[src/rtl/bcd_disp_pkg.sv]
// rtl/bcd_disp_pkg.sv - shared BCD digit width and 7-segment (gfedcba) glyph constants
package bcd_disp_pkg;

    localparam int BCD_W = 4;

    localparam logic [6:0] SEG_0     = 7'h3F;
    localparam logic [6:0] SEG_1     = 7'h06;
    localparam logic [6:0] SEG_2     = 7'h5B;
    localparam logic [6:0] SEG_3     = 7'h4F;
    localparam logic [6:0] SEG_4     = 7'h66;
    localparam logic [6:0] SEG_5     = 7'h6D;
    localparam logic [6:0] SEG_6     = 7'h7D;
    localparam logic [6:0] SEG_7     = 7'h07;
    localparam logic [6:0] SEG_8     = 7'h7F;
    localparam logic [6:0] SEG_9     = 7'h6F;
    localparam logic [6:0] SEG_BLANK = 7'h00;

endpackage

[src/rtl/seg7_bcd_dec.sv]
// rtl/seg7_bcd_dec.sv - combinational BCD digit to active-high gfedcba segments with blanking
module seg7_bcd_dec
    import bcd_disp_pkg::*;
(
    input  logic [BCD_W-1:0] bcd_i,
    input  logic             blank_i,
    output logic [6:0]       seg_o
);

    always_comb begin
        seg_o = SEG_BLANK;
        if (!blank_i) begin
            case (bcd_i)
                4'd0:    seg_o = SEG_0;
                4'd1:    seg_o = SEG_1;
                4'd2:    seg_o = SEG_2;
                4'd3:    seg_o = SEG_3;
                4'd4:    seg_o = SEG_4;
                4'd5:    seg_o = SEG_5;
                4'd6:    seg_o = SEG_6;
                4'd7:    seg_o = SEG_7;
                4'd8:    seg_o = SEG_8;
                4'd9:    seg_o = SEG_9;
                default: seg_o = SEG_BLANK;
            endcase
        end
    end

endmodule

[src/rtl/bcd_scan_counter.sv]
// rtl/bcd_scan_counter.sv - prescaled N-digit up/down BCD counter with multiplexed 7-segment scan
module bcd_scan_counter
    import bcd_disp_pkg::*;
#(
    parameter int NUM_DIGITS = 4,
    parameter int TICK_DIV   = 10_000_000,
    parameter int SCAN_DIV   = 10_000,
    parameter int BLANK_LZ   = 1
) (
    input  logic                        clk,
    input  logic                        rst_n,
    input  logic                        ena,
    input  logic                        run,
    input  logic                        up,
    input  logic                        clr,
    input  logic                        load,
    input  logic [NUM_DIGITS*BCD_W-1:0] load_bcd,
    output logic [NUM_DIGITS*BCD_W-1:0] count_bcd,
    output logic                        tick,
    output logic                        wrap,
    output logic [6:0]                  segments,
    output logic [NUM_DIGITS-1:0]       digit_sel
);

    localparam int CW     = NUM_DIGITS * BCD_W;
    localparam int PRE_W  = (TICK_DIV > 1)   ? $clog2(TICK_DIV)   : 1;
    localparam int SCAN_W = (SCAN_DIV > 1)   ? $clog2(SCAN_DIV)   : 1;
    localparam int IDX_W  = (NUM_DIGITS > 1) ? $clog2(NUM_DIGITS) : 1;

    localparam logic [PRE_W-1:0]  PRE_MAX  = PRE_W'(TICK_DIV - 1);
    localparam logic [SCAN_W-1:0] SCAN_MAX = SCAN_W'(SCAN_DIV - 1);
    localparam logic [IDX_W-1:0]  IDX_MAX  = IDX_W'(NUM_DIGITS - 1);

    logic [CW-1:0]         count_q, count_d, step_val, load_val;
    logic [PRE_W-1:0]      pre_q, pre_d;
    logic [SCAN_W-1:0]     scan_q, scan_d;
    logic [IDX_W-1:0]      idx_q, idx_d;
    logic                  tick_q, tick_d, wrap_q, wrap_d;
    logic [6:0]            seg_q, seg_d;
    logic [NUM_DIGITS-1:0] sel_q, sel_d;
    logic                  carry, lz_run, disp_blank;
    logic [BCD_W-1:0]      digit, nib, disp_bcd;
    logic [NUM_DIGITS-1:0] lead_zero;

    // Decimal increment/decrement: the carry/borrow keeps moving only past 9s (up) or 0s (down).
    always_comb begin
        step_val = count_q;
        carry    = 1'b1;
        digit    = '0;
        for (int i = 0; i < NUM_DIGITS; i++) begin
            digit = count_q[i*BCD_W +: BCD_W];
            if (carry) begin
                if (up) begin
                    if (digit == 4'd9) begin
                        step_val[i*BCD_W +: BCD_W] = 4'd0;
                    end else begin
                        step_val[i*BCD_W +: BCD_W] = digit + 4'd1;
                        carry = 1'b0;
                    end
                end else begin
                    if (digit == 4'd0) begin
                        step_val[i*BCD_W +: BCD_W] = 4'd9;
                    end else begin
                        step_val[i*BCD_W +: BCD_W] = digit - 4'd1;
                        carry = 1'b0;
                    end
                end
            end
        end
    end

    always_comb begin
        load_val = '0;
        nib      = '0;
        for (int i = 0; i < NUM_DIGITS; i++) begin
            nib = load_bcd[i*BCD_W +: BCD_W];
            load_val[i*BCD_W +: BCD_W] = (nib > 4'd9) ? 4'd9 : nib;
        end
    end

    always_comb begin
        count_d = count_q;
        pre_d   = pre_q;
        tick_d  = 1'b0;
        wrap_d  = 1'b0;
        if (clr) begin
            count_d = '0;
            pre_d   = '0;
        end else if (load) begin
            count_d = load_val;
            pre_d   = '0;
        end else if (run) begin
            if (pre_q == PRE_MAX) begin
                pre_d   = '0;
                count_d = step_val;
                tick_d  = 1'b1;
                wrap_d  = carry;
            end else begin
                pre_d = pre_q + PRE_W'(1);
            end
        end
    end

    always_comb begin
        scan_d = (scan_q == SCAN_MAX) ? '0 : scan_q + SCAN_W'(1);
        idx_d  = idx_q;
        if (scan_q == SCAN_MAX) begin
            idx_d = (idx_q == IDX_MAX) ? '0 : idx_q + IDX_W'(1);
        end
    end

    // Display uses the pre-edge count so segments and digit_sel land together, one cycle behind.
    always_comb begin
        lead_zero  = '0;
        lz_run     = 1'b1;
        disp_bcd   = '0;
        disp_blank = 1'b0;
        sel_d      = '0;
        for (int i = NUM_DIGITS - 1; i >= 0; i--) begin
            lz_run       = lz_run && (count_q[i*BCD_W +: BCD_W] == 4'd0);
            lead_zero[i] = lz_run;
        end
        for (int i = 0; i < NUM_DIGITS; i++) begin
            if (idx_d == IDX_W'(i)) begin
                sel_d[i]   = 1'b1;
                disp_bcd   = count_q[i*BCD_W +: BCD_W];
                disp_blank = (BLANK_LZ != 0) && (i != 0) && lead_zero[i];
            end
        end
    end

    seg7_bcd_dec u_dec (
        .bcd_i   (disp_bcd),
        .blank_i (disp_blank),
        .seg_o   (seg_d)
    );

    always_ff @(posedge clk or negedge rst_n) begin
        if (!rst_n) begin
            count_q <= '0;
            pre_q   <= '0;
            scan_q  <= '0;
            idx_q   <= '0;
            tick_q  <= 1'b0;
            wrap_q  <= 1'b0;
            seg_q   <= SEG_0;
            sel_q   <= NUM_DIGITS'(1);
        end else if (ena) begin
            count_q <= count_d;
            pre_q   <= pre_d;
            scan_q  <= scan_d;
            idx_q   <= idx_d;
            tick_q  <= tick_d;
            wrap_q  <= wrap_d;
            seg_q   <= seg_d;
            sel_q   <= sel_d;
        end else begin
            tick_q <= 1'b0;
            wrap_q <= 1'b0;
        end
    end

    assign count_bcd = count_q;
    assign tick      = tick_q & ena;
    assign wrap      = wrap_q & ena;
    assign segments  = seg_q;
    assign digit_sel = sel_q;

endmodule

[config.mk]
export PLATFORM = sky130hd
export DESIGN_NAME = bcd_scan_counter
export DESIGN_NICKNAME = d
export VERILOG_FILES = /design/src/rtl/bcd_disp_pkg.sv /design/src/rtl/seg7_bcd_dec.sv /design/src/rtl/bcd_scan_counter.sv
export SDC_FILE = /design/constraint.sdc
export NUM_CORES = 1
export LEC_CHECK = 0
export BUFFER_PORTS_ARGS = -buffer_cell sky130_fd_sc_hd__buf_2
export CORE_ASPECT_RATIO = 1.4
export CORE_UTILIZATION = 45
export CTS_BUF_LIST = sky130_fd_sc_hd__clkbuf_16
export DETAILED_ROUTE_END_ITERATION = 6
export HOLD_SLACK_MARGIN = 0.08
export SYNTH_ARGS = -nofsm -noshare
export SYNTH_HDL_FRONTEND = slang
export SYNTH_SLANG_ARGS = --single-unit
[constraint.sdc]
create_clock -name clk -period 5.19 [get_ports clk]
set_input_delay 0 -clock clk [delete_from_list [all_inputs] [get_ports clk]]
set_output_delay 0 -clock clk [all_outputs]
set_load 0.01 [all_outputs]
==> metrics.csv, run 1 <==
stage,metric,value,unit
timing,Fin. Hold Viols,0,
worst_setup_path,Critical Path End Type,register,
place,GP Congestion,0.8355,
timing,final worst path period need,3.384,ns
clock_network,post-cts sizing count,0,
timing,Max Clk Rate,0.2955,GHz
hold_path,Hold WC Path Type,input port to register,
global_route,first-pass GRT wire length,19340,microns
worst_setup_path,Setup CP Type,register to register,
global_route,initial antenna violation count,0,
timing,Worst Tran Pin Value,1.024,ns
clock_network,CTS clock-pin slew for the worst setup and hold paths,0.06,ns
timing,max-slew violations,0,
die,Die Y,123.6,microns
synthesis,"Seq/Total Area, Yosys",36.50,%
worst_setup_path,CP Data Required Time,5.44,ns
worst_setup_path,Worst Path Buf+Inv,1,
worst_setup_path,reg2reg path depth,9,
worst_setup_path,data arrival time of the worst path,3.63,ns
synthesis,largest area contributor in the netlist,dfrtp_1,
synthesis,cell count after synthesis,546,
worst_setup_path,"CP delay by family, top",simple AND/OR/NAND/NOR gates,
synthesis,"Net Count, Synth",589,
die,Ports,52,
routing,"antenna viol nets, final",0,
synthesis,ys flop type,dfrtp_1,
routing,via density per instance,5.554,
worst_setup_path,Critical Path Start Type,register,
global_route,vias in the first global route,4123,
global_route,All-Layer GR Usage,23.07,%
run_status,outcome,completed,
die,Initial Utilization,45.94,%
place,port buffer count,51,
die,Die Wd,88.88,microns
routing,drt total wl,11730,microns
clock_network,root buf cell,clkbuf_16,
worst_setup_path,"slowest stage delay, CP",0.72,ns
synthesis,asr flop ratio synth,100.0,%
routing,Iter 0 DRT Violations,192,
synthesis,share of the synthesized area in the top cell type,32.63,%
clock_network,clk_lat worst skew,0.33,ns
clock_network,TritonCTS buffer count,9,
pwr,Final Power,0.001814,W
job,Max-cap violations,0,
clock_network,"Setup Fix Bufs, Post-CTS",0,
timing,unrepaired setup endpoints after global routing,no,
timing,slew margin rel.,31.17,%
pwr,Leak,2.454,nW
die,die area,10990,sq um
final_layout,"Net count, final",638,
final_layout,area grow syn2layout,15.71,%
worst_setup_path,number of cells on the critical path,9,
synthesis,Synth Cell Area,4755,sq um
worst_setup_path,CP Cell Sequence,"or4b_4, or4_1, mux2i_4, mux2i_1, mux2_2, inv_1, ha_1, a21o_1, o221ai_1",
worst_setup_path,CP max-delay cell,or4_1,
hold_path,Hold Path Cell Cnt,5,
clock_network,clock sink count,69,
routing,Remaining DRCs,0,
die,FP Rows,44,
clock_network,maximum clock path buffer count,2,
final_layout,share of cells above drive strength 1,17.17,%
synthesis,number of synthesized flops with an enable pin,0,
routing,vias post-DR,4099,
timing,final period utilization,65.20,%
routing,routed wire length per instance,15.89,microns
synthesis,Synth area leaders,"dfrtp_1 (33%), ha_1 (5.3%), nand2_1 (4.2%), nor2_1 (4.1%), dfstp_2 (3.9%)",
synthesis,Ys Warns,0,
final_layout,"most common cell after layout, fill and taps aside",dfrtp_1,
final_layout,"commonest non-fill, non-tap cells in the layout","dfrtp_1 (62), nand2_1 (53), nor2_1 (52)",
global_route,largest net degree at the start of global routing,70,
die,CORE AREA,10350,sq um
clock_network,CTS tree,done,
timing,Post-Route Setup TNS,0,ns
worst_setup_path,worst-path fanout max,14,
timing,Final setup viols,0,
timing,clk_skew,0.008255,ns
clock_network,hold-fix buffer count after cts,9,
global_route,GRT overflow,0,
synthesis,Synth cell types,67,
pwr,Power Density,329.8,nW/um^2
synthesis,Synth Register Bits,69,
pwr,"IR drop worst, VDD",0.2059,mV
synthesis,Post-Syn Area per Cell,8.708,sq um
place,dpl hpwl,8536,microns
clock_network,Clock H-tree levels,3,
final_layout,diode count,0,
routing,1st-pass router iterations,5,
layer usage:
| metal | vias to the layer above | GRT usage, % | routed length, microns |
|---|---|---|---|
| met2 | 59 | 41.35 | 6163 |
| met1 | 1967 | 27.06 | 4966 |
| li1 | 2057 | - | - |
| met3 | 16 | 3.910 | 368 |
| met5 | - | 0 | 0 |
| met4 | 0 | 8.972 | 233 |
cell usage after synthesis (all sizes together) (8+ instances only):
| master | n |
|---|---|
| o21ai | 29 |
| xnor2 | 11 |
| mux2i | 17 |
| inv | 34 |
| nor2 | 52 |
| ha | 20 |
| clkbuf | 19 |
| nand3 | 20 |
| mux2 | 11 |
| and2 | 8 |
| a31oi | 8 |
| dfrtp | 62 |
| xor2 | 20 |
| nor2b | 9 |
| nand2 | 53 |
| nor3 | 13 |
| nor4 | 11 |
| nand3b | 8 |
| nand4 | 12 |
| a21oi | 32 |
report_power, final:
part           switching (W)  internal [W]  leakage [nW]  total (W)
logic               0.000257      0.000195          1.38   0.000451
clock network       0.000235      0.000419         0.161   0.000654
registers           0.000106      0.000603         0.908   0.000709
registers in the layout, summed over array words and instances (netlist names):
| signal | count |
|---|---|
| tick_q | 1 |
| pre_q | 24 |
| count_bcd | 16 |
| scan_q | 14 |
| segments | 7 |
| idx_q | 2 |
| digit_sel | 4 |
| wrap_q | 1 |
through the flow:
step	util [%]	cell area (sq um)	setup slack [ns]	std cells	hold slack, ns
6_report	53.16	5502	1.806	738	0.08146
5_1_grt	53.16	5502	1.573	738	0.1518
3_5_place_dp	49.23	5095	1.804	713	0.2796
4_1_cts	53.16	5502	1.777	738	0.08373
3_3_place_gp	49.23	5095	1.898	713	0.2728
2_1_floorplan	-	4755	2.110	546	-0.2956
tightest hold or removal path, delay by kind of cell:
kind	cells	cell delay, ns
compound gates	3	0.23
buf+inv	2	0.13
cell families after synthesis:
group	after synthesis	share of synthesized area, %
AOI/OAI and AO/OA	122	16.66
xor gates and xnor gates	31	5.711
adders and majority gates	20	5.263
buffers and inverters	59	4.921
DFF	69	36.50
muxes	28	6.974
and+or+nand+nor	217	23.97
final timing paths:
kind,startpoint,endpoint,slack [ns]
max in group asynchronous,rst_n,count_bcd[12]$_DFFE_PN0P_,4.18
max,scan_q[5]$_DFFE_PN0P_,segments[0]$_DFFE_PN1P_,1.81
min in group asynchronous,rst_n,count_bcd[9]$_DFFE_PN0P_,0.39
min reg2reg,digit_sel[0]$_DFFE_PN1P_,digit_sel[0]$_DFFE_PN1P_,0.47
max reg2reg,scan_q[5]$_DFFE_PN0P_,segments[0]$_DFFE_PN1P_,1.81
min,load_bcd[8],count_bcd[8]$_DFFE_PN0P_,0.08
cell type report:
type                       count  area [sq um]
clock inverter                 7         91.34
multi-input combinational    418          2785
tap                          138         172.7
inverter                      35         131.4
clock buffer                   9         225.2
fill                        1019          4848
timing repair buffer          62         360.3
sequential                    69          1735
(Power assumes the default switching activity.)
==> run 2, diff against run 1 <==
ABC_AREA = 1   (was not set)
clock period = 3.3 ns   (was 5.19 ns; I/O delays follow)
==> metrics.csv, run 2 <==
stage,metric,value,unit
pwr,"IR drop worst, VDD",0.3022,mV
final_layout,layout filler cell count,1048,
clock_network,TritonCTS buffer count,9,
worst_setup_path,Worst Path Buf+Inv,1,
clock_network,Clock H-tree levels,3,
worst_setup_path,R2R Path Start,scan_q[0]$_DFFE_PN0P_,
worst_setup_path,reg2reg path depth,15,
global_route,met3 usage,4.109,%
global_route,largest net degree at the start of global routing,37,
synthesis,Synth Cell Area,4785,sq um
die,die area,11050,sq um
die,Die Wd,89.15,microns
worst_setup_path,worst-path fanout max,7,
worst_setup_path,CP max-delay cell,dfrtp_1,
timing,Max Clk Rate,0.4043,GHz
final_layout,post-route cell area,5582,sq um
final_layout,diode count,0,
worst_setup_path,"slowest stage delay, CP",0.38,ns
clock_network,maximum clock path buffer count,2,
worst_setup_path,Setup CP Type,register to register,
worst_setup_path,data arrival time of the worst path,2.75,ns
clock_network,root buf cell,clkbuf_16,
hold_path,hold_sp,load_bcd[15],
global_route,GRT overflow,0,
synthesis,Ys Warns,0,
pwr,Leak,2.611,nW
pwr,Seq pwr share,40.0,%
synthesis,most numerous cell in the Yosys netlist,nand2_1,
global_route,GRT met2 Usage,39.65,%
run_status,outcome,completed,
hold_path,hold-critical path endpoint,count_bcd[12]$_DFFE_PN0P_,
place,port buffer count,51,
timing,unrepaired setup endpoints after global routing,no,
final_layout,area of the multi-input gates,2676,sq um
final_layout,max FFs per register,24,
synthesis,ys flop type,dfrtp_1,
timing,hold slack,0.09956,ns
clock_network,CTS clock-pin slew for the worst setup and hold paths,0.06,ns
synthesis,Synth area leaders,"dfrtp_1 (32%), nand2_1 (10%), inv_1 (6.2%), nand3_1 (6.1%), ha_1 (5.2%)",
synthesis,Synth Register Bits,69,
die,Initial Utilization,46.23,%
worst_setup_path,cell mode on critical path,nand3_1,
hold_path,Hold Path Cell Cnt,5,
timing,clk_skew,0.004275,ns
final_layout,area grow syn2layout,16.66,%
final_layout,final cell count without fillers,846,
worst_setup_path,"CP delay by family, top",simple AND/OR/NAND/NOR gates,
global_route,global route hottest layer,met2,
routing,1st-pass router iterations,5,
routing,Iter 0 DRT Violations,302,
place,cell count after placement,819,
synthesis,number of synthesized flops with an enable pin,0,
worst_setup_path,FF-to-FF End,segments[3]$_DFFE_PN1P_,
clock_network,clk_lat worst skew,0.33,ns
final_layout,"commonest non-fill, non-tap cells in the layout","nand2_1 (128), inv_1 (81), dfrtp_1 (62)",
routing,"antenna viol nets, final",0,
pwr,Sw Ratio,35.02,%
pwr,combinational share of power,27.5,%
pwr,Power Density,513.0,nW/um^2
final_layout,"Net count, final",746,
synthesis,asr flop ratio synth,100.0,%
final_layout,"most common cell after layout, fill and taps aside",nand2_1,
timing,final period utilization,74.95,%
die,Die Y,124.0,microns
routing,routed wire length per instance,14.45,microns
die,FP Rows,44,
worst_setup_path,CP Cell Sequence,"ha_1, nand3_2, nor2_4, nand3b_2, nand2_4, nor2_2, nand2_1, nand3_1, nor2_1, inv_1, ha_1, nand3b_1, nand3_1, nand3_1, nand2_1",
timing,Final setup viols,0,
timing,Worst Tran Pin Value,0.8194,ns
synthesis,share of the synthesized area in the top cell type,32.43,%
pwr,clock share of power,32.5,%
global_route,initial antenna violation count,0,
final_layout,flip-flop and latch area,1735,sq um
final_layout,Util after Layout,53.93,%
routing,via density per instance,5.345,
synthesis,largest area contributor in the netlist,dfrtp_1,
clock_network,CTS tree,done,
timing,slew margin rel.,45.37,%
global_route,All-Layer GR Usage,23.90,%
worst_setup_path,CP Data Required Time,3.57,ns
worst_setup_path,flop2flop setup slack,0.83,ns
pwr,Psw,0.001003,W
worst_setup_path,Critical Path Start Type,register,
timing,Post-Route Setup TNS,0,ns
synthesis,Post-synth top cells,"nand2_1 (128), inv_1 (79), dfrtp_1 (62)",
synthesis,"Net Count, Synth",681,
clock_network,clock sink count,69,
timing,Fin. Hold Viols,0,
worst_setup_path,Critical Path End Type,register,
synthesis,Post-Syn Area per Cell,7.499,sq um
pwr,internal power,0.001861,W
timing,max-slew violations,0,
global_route,first-pass GRT wire length,20260,microns
synthesis,"Seq/Total Area, Yosys",36.27,%
routing,vias post-DR,4522,
die,Ports,52,
place,area of placed instances,5187,sq um
timing,final worst path period need,2.473,ns
routing,Remaining DRCs,0,
synthesis,Synth cell types,56,
hold_path,Hold WC Path Type,input port to register,
place,dpl hpwl,9094,microns
synthesis,cell count after synthesis,638,
global_route,grt met1 use,30.10,%
die,CORE AREA,10350,sq um
place,GP Congestion,0.8831,
final_layout,share of cells above drive strength 1,17.66,%
global_route,vias in the first global route,4362,
job,Max-cap violations,0,
routing,drt total wl,12230,microns
final_layout,Largest Register,pre_q,
==> run 2: cell types whose count changed after synthesis, sizes merged, moves of 12 or more <==
| cell | delta |
|---|---|
| nand2 | +92 |
| inv | +51 |
| mux2i | -17 |
| clkbuf | -12 |
| o21ai | +17 |
| nand3 | +41 |
==> run 2: timing repair <==
item / CTS / global route
endpoints found under the hold margin: 45 / 0
resized for setup: 0 / 0
setup buffers: 0 / 0
hold buffers: 11 / 0
==> run 2: layout make-up <==
type | count | share of cell area (%)
Multi-Input combinational cell | 472 | 47.95
Tap cell | 138 | 3.093
Clock inverter | 7 | 1.054
Timing Repair Buffer | 65 | 6.949
Sequential cell | 69 | 31.09
Clock buffer | 9 | 4.035
Inverter | 86 | 5.828
==> run 2: per-stage QoR <==
stage	setup slack (ns)	total power [W]
6_report	0.8267	0.002863
5_1_grt	0.5459	0.003075
4_1_cts	0.8258	0.002898
3_5_place_dp	0.8454	0.001931
3_3_place_gp	0.9515	0.001919
2_1_floorplan	1.108	0.001674
==> run 2: kinds of logic (layout without fill, tap and decap cells) <==
| logic type | Yosys count | after routing | synth area share [%] |
|---|---|---|---|
| buffers and inverters | 97 | 167 | 7.793 |
| and+or+nand+nor | 321 | 321 | 33.26 |
| AOI/OAI and AO/OA | 114 | 114 | 14.33 |
| DFF | 69 | 69 | 36.27 |
| xor gates and xnor gates | 17 | 17 | 3.112 |
| adders and majority gates | 20 | 20 | 5.230 |
==> run 2: worst register-to-register path, cell delays in order (launching register included) <==
cell and delay, ns:
dfrtp_1 0.38, ha_1 0.23, nand3_2 0.14, nor2_4 0.19, nand3b_2 0.12, nand2_4 0.13
nor2_2 0.07, nand2_1 0.06, nand3_1 0.08, nor2_1 0.28, inv_1 0.12, ha_1 0.21
nand3b_1 0.17, nand3_1 0.10, nand3_1 0.07, nand2_1 0.07
==> run 2: worst max path at each step <==
stage                               start                 endpoint  slack [ns]  cells after the start
floorplan           scan_q[0]$_DFFE_PN0P_  segments[0]$_DFFE_PN1P_        1.11                     15
finish              scan_q[0]$_DFFE_PN0P_  segments[3]$_DFFE_PN1P_        0.83                     15
detailed placement  scan_q[0]$_DFFE_PN0P_  segments[3]$_DFFE_PN1P_        0.85                     15
global placement    scan_q[0]$_DFFE_PN0P_  segments[3]$_DFFE_PN1P_        0.95                     15
CTS                 scan_q[0]$_DFFE_PN0P_  segments[3]$_DFFE_PN1P_        0.83                     15
global route        scan_q[0]$_DFFE_PN0P_  segments[3]$_DFFE_PN1P_        0.55                     15
==> run 2: power by group through the flow <==
stage	Clock (W)	Sequential, W	Combinational, W
2_1_floorplan	0	0.00115	0.000527
4_1_cts	0.000963	0.00115	0.000790
3_3_place_gp	0	0.00116	0.000763
3_5_place_dp	0	0.00116	0.000772
5_1_grt	0.000999	0.00117	0.000905
6_report	0.000931	0.00114	0.000788
==> run 2: per-layer routing <==
| layer | vias to the layer above | part of all wire, % |
|---|---|---|
| li1 | 2278 | - |
| met4 | 0 | 1.9 |
| met3 | 15 | 4.2 |
| met2 | 110 | 49 |
| met5 | - | 0 |
| met1 | 2119 | 45 |
==> run 3, diff against run 2 <==
ABC_AREA = 0   (was 1)
PLACE_DENSITY = 0.66   (was not set)
clock period = 2 ns   (was 3.3 ns; I/O delays follow)
==> metrics.csv, run 3 (synthesis gave the netlist of run 1 again) <==
stage,metric,value,unit
run_status,outcome,"complete, but fails checks",
run_status,failing checks,"DRC, setup timing",
die,Initial Utilization,45.94,%
pwr,Leak,3.160,nW
final_layout,max FFs per register,24,
pwr,Power Density,776.3,nW/um^2
final_layout,area grow syn2layout,44.13,%
timing,Final WS setup,-1.045,ns
final_layout,"commonest non-fill, non-tap cells in the layout","buf_4 (116), dfrtp_1 (58), buf_2 (51)",
worst_setup_path,Worst Path Buf+Inv,2,
routing,Iter 0 DRT Violations,195,
worst_setup_path,"slowest stage delay, CP",0.56,ns
timing,Fin. Hold Viols,0,
worst_setup_path,cell mode on critical path,mux2i_4,
clock_network,TritonCTS buffer count,9,
pwr,Psw,0.001751,W
worst_setup_path,R2R Path Start,scan_q[12]$_DFFE_PN0P_,
pwr,Sw Ratio,32.92,%
global_route,GRT overflow,0,
pwr,internal power,0.003568,W
timing,final period utilization,152.2,%
final_layout,"most common cell after layout, fill and taps aside",buf_4,
pwr,Final Power,0.005320,W
final_layout,final cell count without fillers,867,
pwr,"IR drop worst, VDD",0.4763,mV
timing,slew margin rel.,59.46,%
worst_setup_path,flop2flop setup slack,-1.04,ns
die,CORE AREA,10350,sq um
worst_setup_path,Critical Path Start Type,register,
clock_network,clk_lat worst skew,0.33,ns
timing,Final setup viols,21,
final_layout,share of cells above drive strength 1,38.96,%
hold_path,Hold WC Path Type,input port to register,
routing,"antenna viol nets, final",0,
worst_setup_path,"CP delay by family, top",simple AND/OR/NAND/NOR gates,
global_route,first-pass GRT wire length,22150,microns
die,Ports,52,
place,dpl hpwl,9890,microns
worst_setup_path,Setup CP Type,register to register,
job,Max-cap violations,0,
timing,final worst path period need,3.045,ns
die,FP Rows,44,
routing,1st-pass router iterations,6,
worst_setup_path,Critical path destination,segments[0]$_DFFE_PN1P_,
worst_setup_path,Setup crit start,scan_q[12]$_DFFE_PN0P_,
die,die area,10990,sq um
final_layout,Util after Layout,66.21,%
timing,clk_skew,0.007892,ns
global_route,initial antenna violation count,0,
worst_setup_path,FF-to-FF End,segments[0]$_DFFE_PN1P_,
clock_network,CTS tree,done,
pwr,clock share of power,32.0,%
worst_setup_path,worst-path fanout max,5,
routing,drt total wl,14150,microns
clock_network,clock sink count,69,
timing,max-slew violations,0,
final_layout,"Net count, final",767,
clock_network,CTS clock-pin slew for the worst setup and hold paths,0.06,ns
die,Die Wd,88.88,microns
timing,Worst Tran Pin Value,0.6080,ns
routing,Remaining DRCs,1,
routing,vias post-DR,4853,
pwr,Seq pwr share,31.8,%
final_layout,Largest Register,pre_q,
clock_network,maximum clock path buffer count,2,
routing,routed wire length per instance,16.32,microns
global_route,All-Layer GR Usage,26.21,%
place,cell count after placement,817,
global_route,largest net degree at the start of global routing,44,
worst_setup_path,CP Data Required Time,2.25,ns
final_layout,diode count,0,
timing,hold slack,0.09489,ns
timing,unrepaired setup endpoints after global routing,yes,
die,Die Y,123.6,microns
global_route,vias in the first global route,4816,
place,DP Worst Slack,-0.9961,ns
worst_setup_path,data arrival time of the worst path,3.29,ns
routing,via density per instance,5.597,
clock_network,Clock H-tree levels,3,
worst_setup_path,number of cells on the critical path,9,
clock_network,root buf cell,clkbuf_16,
place,port buffer count,51,
worst_setup_path,Critical Path End Type,register,
place,GP Congestion,0.8995,
worst_setup_path,CP Cell Sequence,"or4bb_4, or4_4, buf_6, mux2i_4, mux2i_4, inv_2, ha_2, a21o_1, o221ai_1",
timing,Max Clk Rate,0.3284,GHz
worst_setup_path,reg2reg path depth,9,
pwr,combinational share of power,36.2,%
worst_setup_path,CP max-delay cell,or4bb_4,
-- run 3: changes by cell type in the layout (fill, tap and decap cells not counted), moves of 10 or more --
cell | previous run | this run
buf_4 | 3 | 116
buf_6 | 0 | 12
inv_1 | 81 | 27
mux2_4 | 0 | 10
mux2i_1 | 0 | 11
nand2_1 | 128 | 49
nand3_1 | 58 | 20
o21ai_0 | 40 | 21
-- run 3: how the worst min path moves through the flow --
stage,slack (ns),endpoint,start,depth (start not counted)
3_3_place_gp,0.04,scan_q[10]$_DFFE_PN0P_,rst_n,1
5_1_grt,0.1,count_bcd[6]$_DFFE_PN0P_,load_bcd[6],4
6_report,0.09,count_bcd[0]$_DFFE_PN0P_,load_bcd[0],5
2_1_floorplan,-0.30,count_bcd[0]$_DFFE_PN0P_,rst_n,0
3_5_place_dp,0.05,scan_q[10]$_DFFE_PN0P_,rst_n,1
4_1_cts,0.09,count_bcd[0]$_DFFE_PN0P_,load,4
-- run 3: area by class of cell --
cell class              count  area [sq um]
fillers                   878          3497
multi-input cells         418          3092
flip-flops and latches     69          1740
repair buffers            191          1396
clock buffers               9         225.2
well taps                 138         172.7
inverters                  35         133.9
clock inverters             7         92.59
-- run 3: stage by stage --
| stage | setup TNS (ns) | area (sq um) |
|---|---|---|
| after detailed placement | -10.06 | 5942 |
| after floorplan | -8.314 | 4815 |
| after global placement | -8.823 | 5942 |
| after global routing | -13.07 | 6853 |
| final | -10.89 | 6853 |
| after CTS | -9.800 | 6507 |
-- run 3: power groups by stage --
stage	combinational [W]	sequential, W	clock [W]
6_report	0.00193	0.00169	0.00170
5_1_grt	0.00211	0.00171	0.00181
4_1_cts	0.00174	0.00169	0.00174
3_5_place_dp	0.00167	0.00171	0
3_3_place_gp	0.00163	0.00170	0
2_1_floorplan	0.000855	0.00179	0
-- run 3: metal layers --
metal,vias up,share of wire [%],GRT usage [%]
met1,2363,39,29.01
met4,0,2.9,11.79
met2,129,54,48.46
li1,2327,-,-
met5,-,0,0
met3,34,4.2,4.042
-- run 3: worst min-delay path, cell delays in order --
cell and delay, ns:
buf_2 0.10, inv_1 0.05, a31oi_1 0.08, o311ai_1 0.09
o21ai_1 0.07
-- run 3: timing repair --
| action | CTS | global route |
|---|---|---|
| pin swaps | 10 | 15 |
| buffers inserted | 9 | 15 |
| setup endpoints to repair | 32 | 35 |
| gates resized for setup | 26 | 57 |
| hold buffers | 9 | 1 |
| cloned | 0 | 1 |
| endpoints found under the hold margin | 35 | 1 |
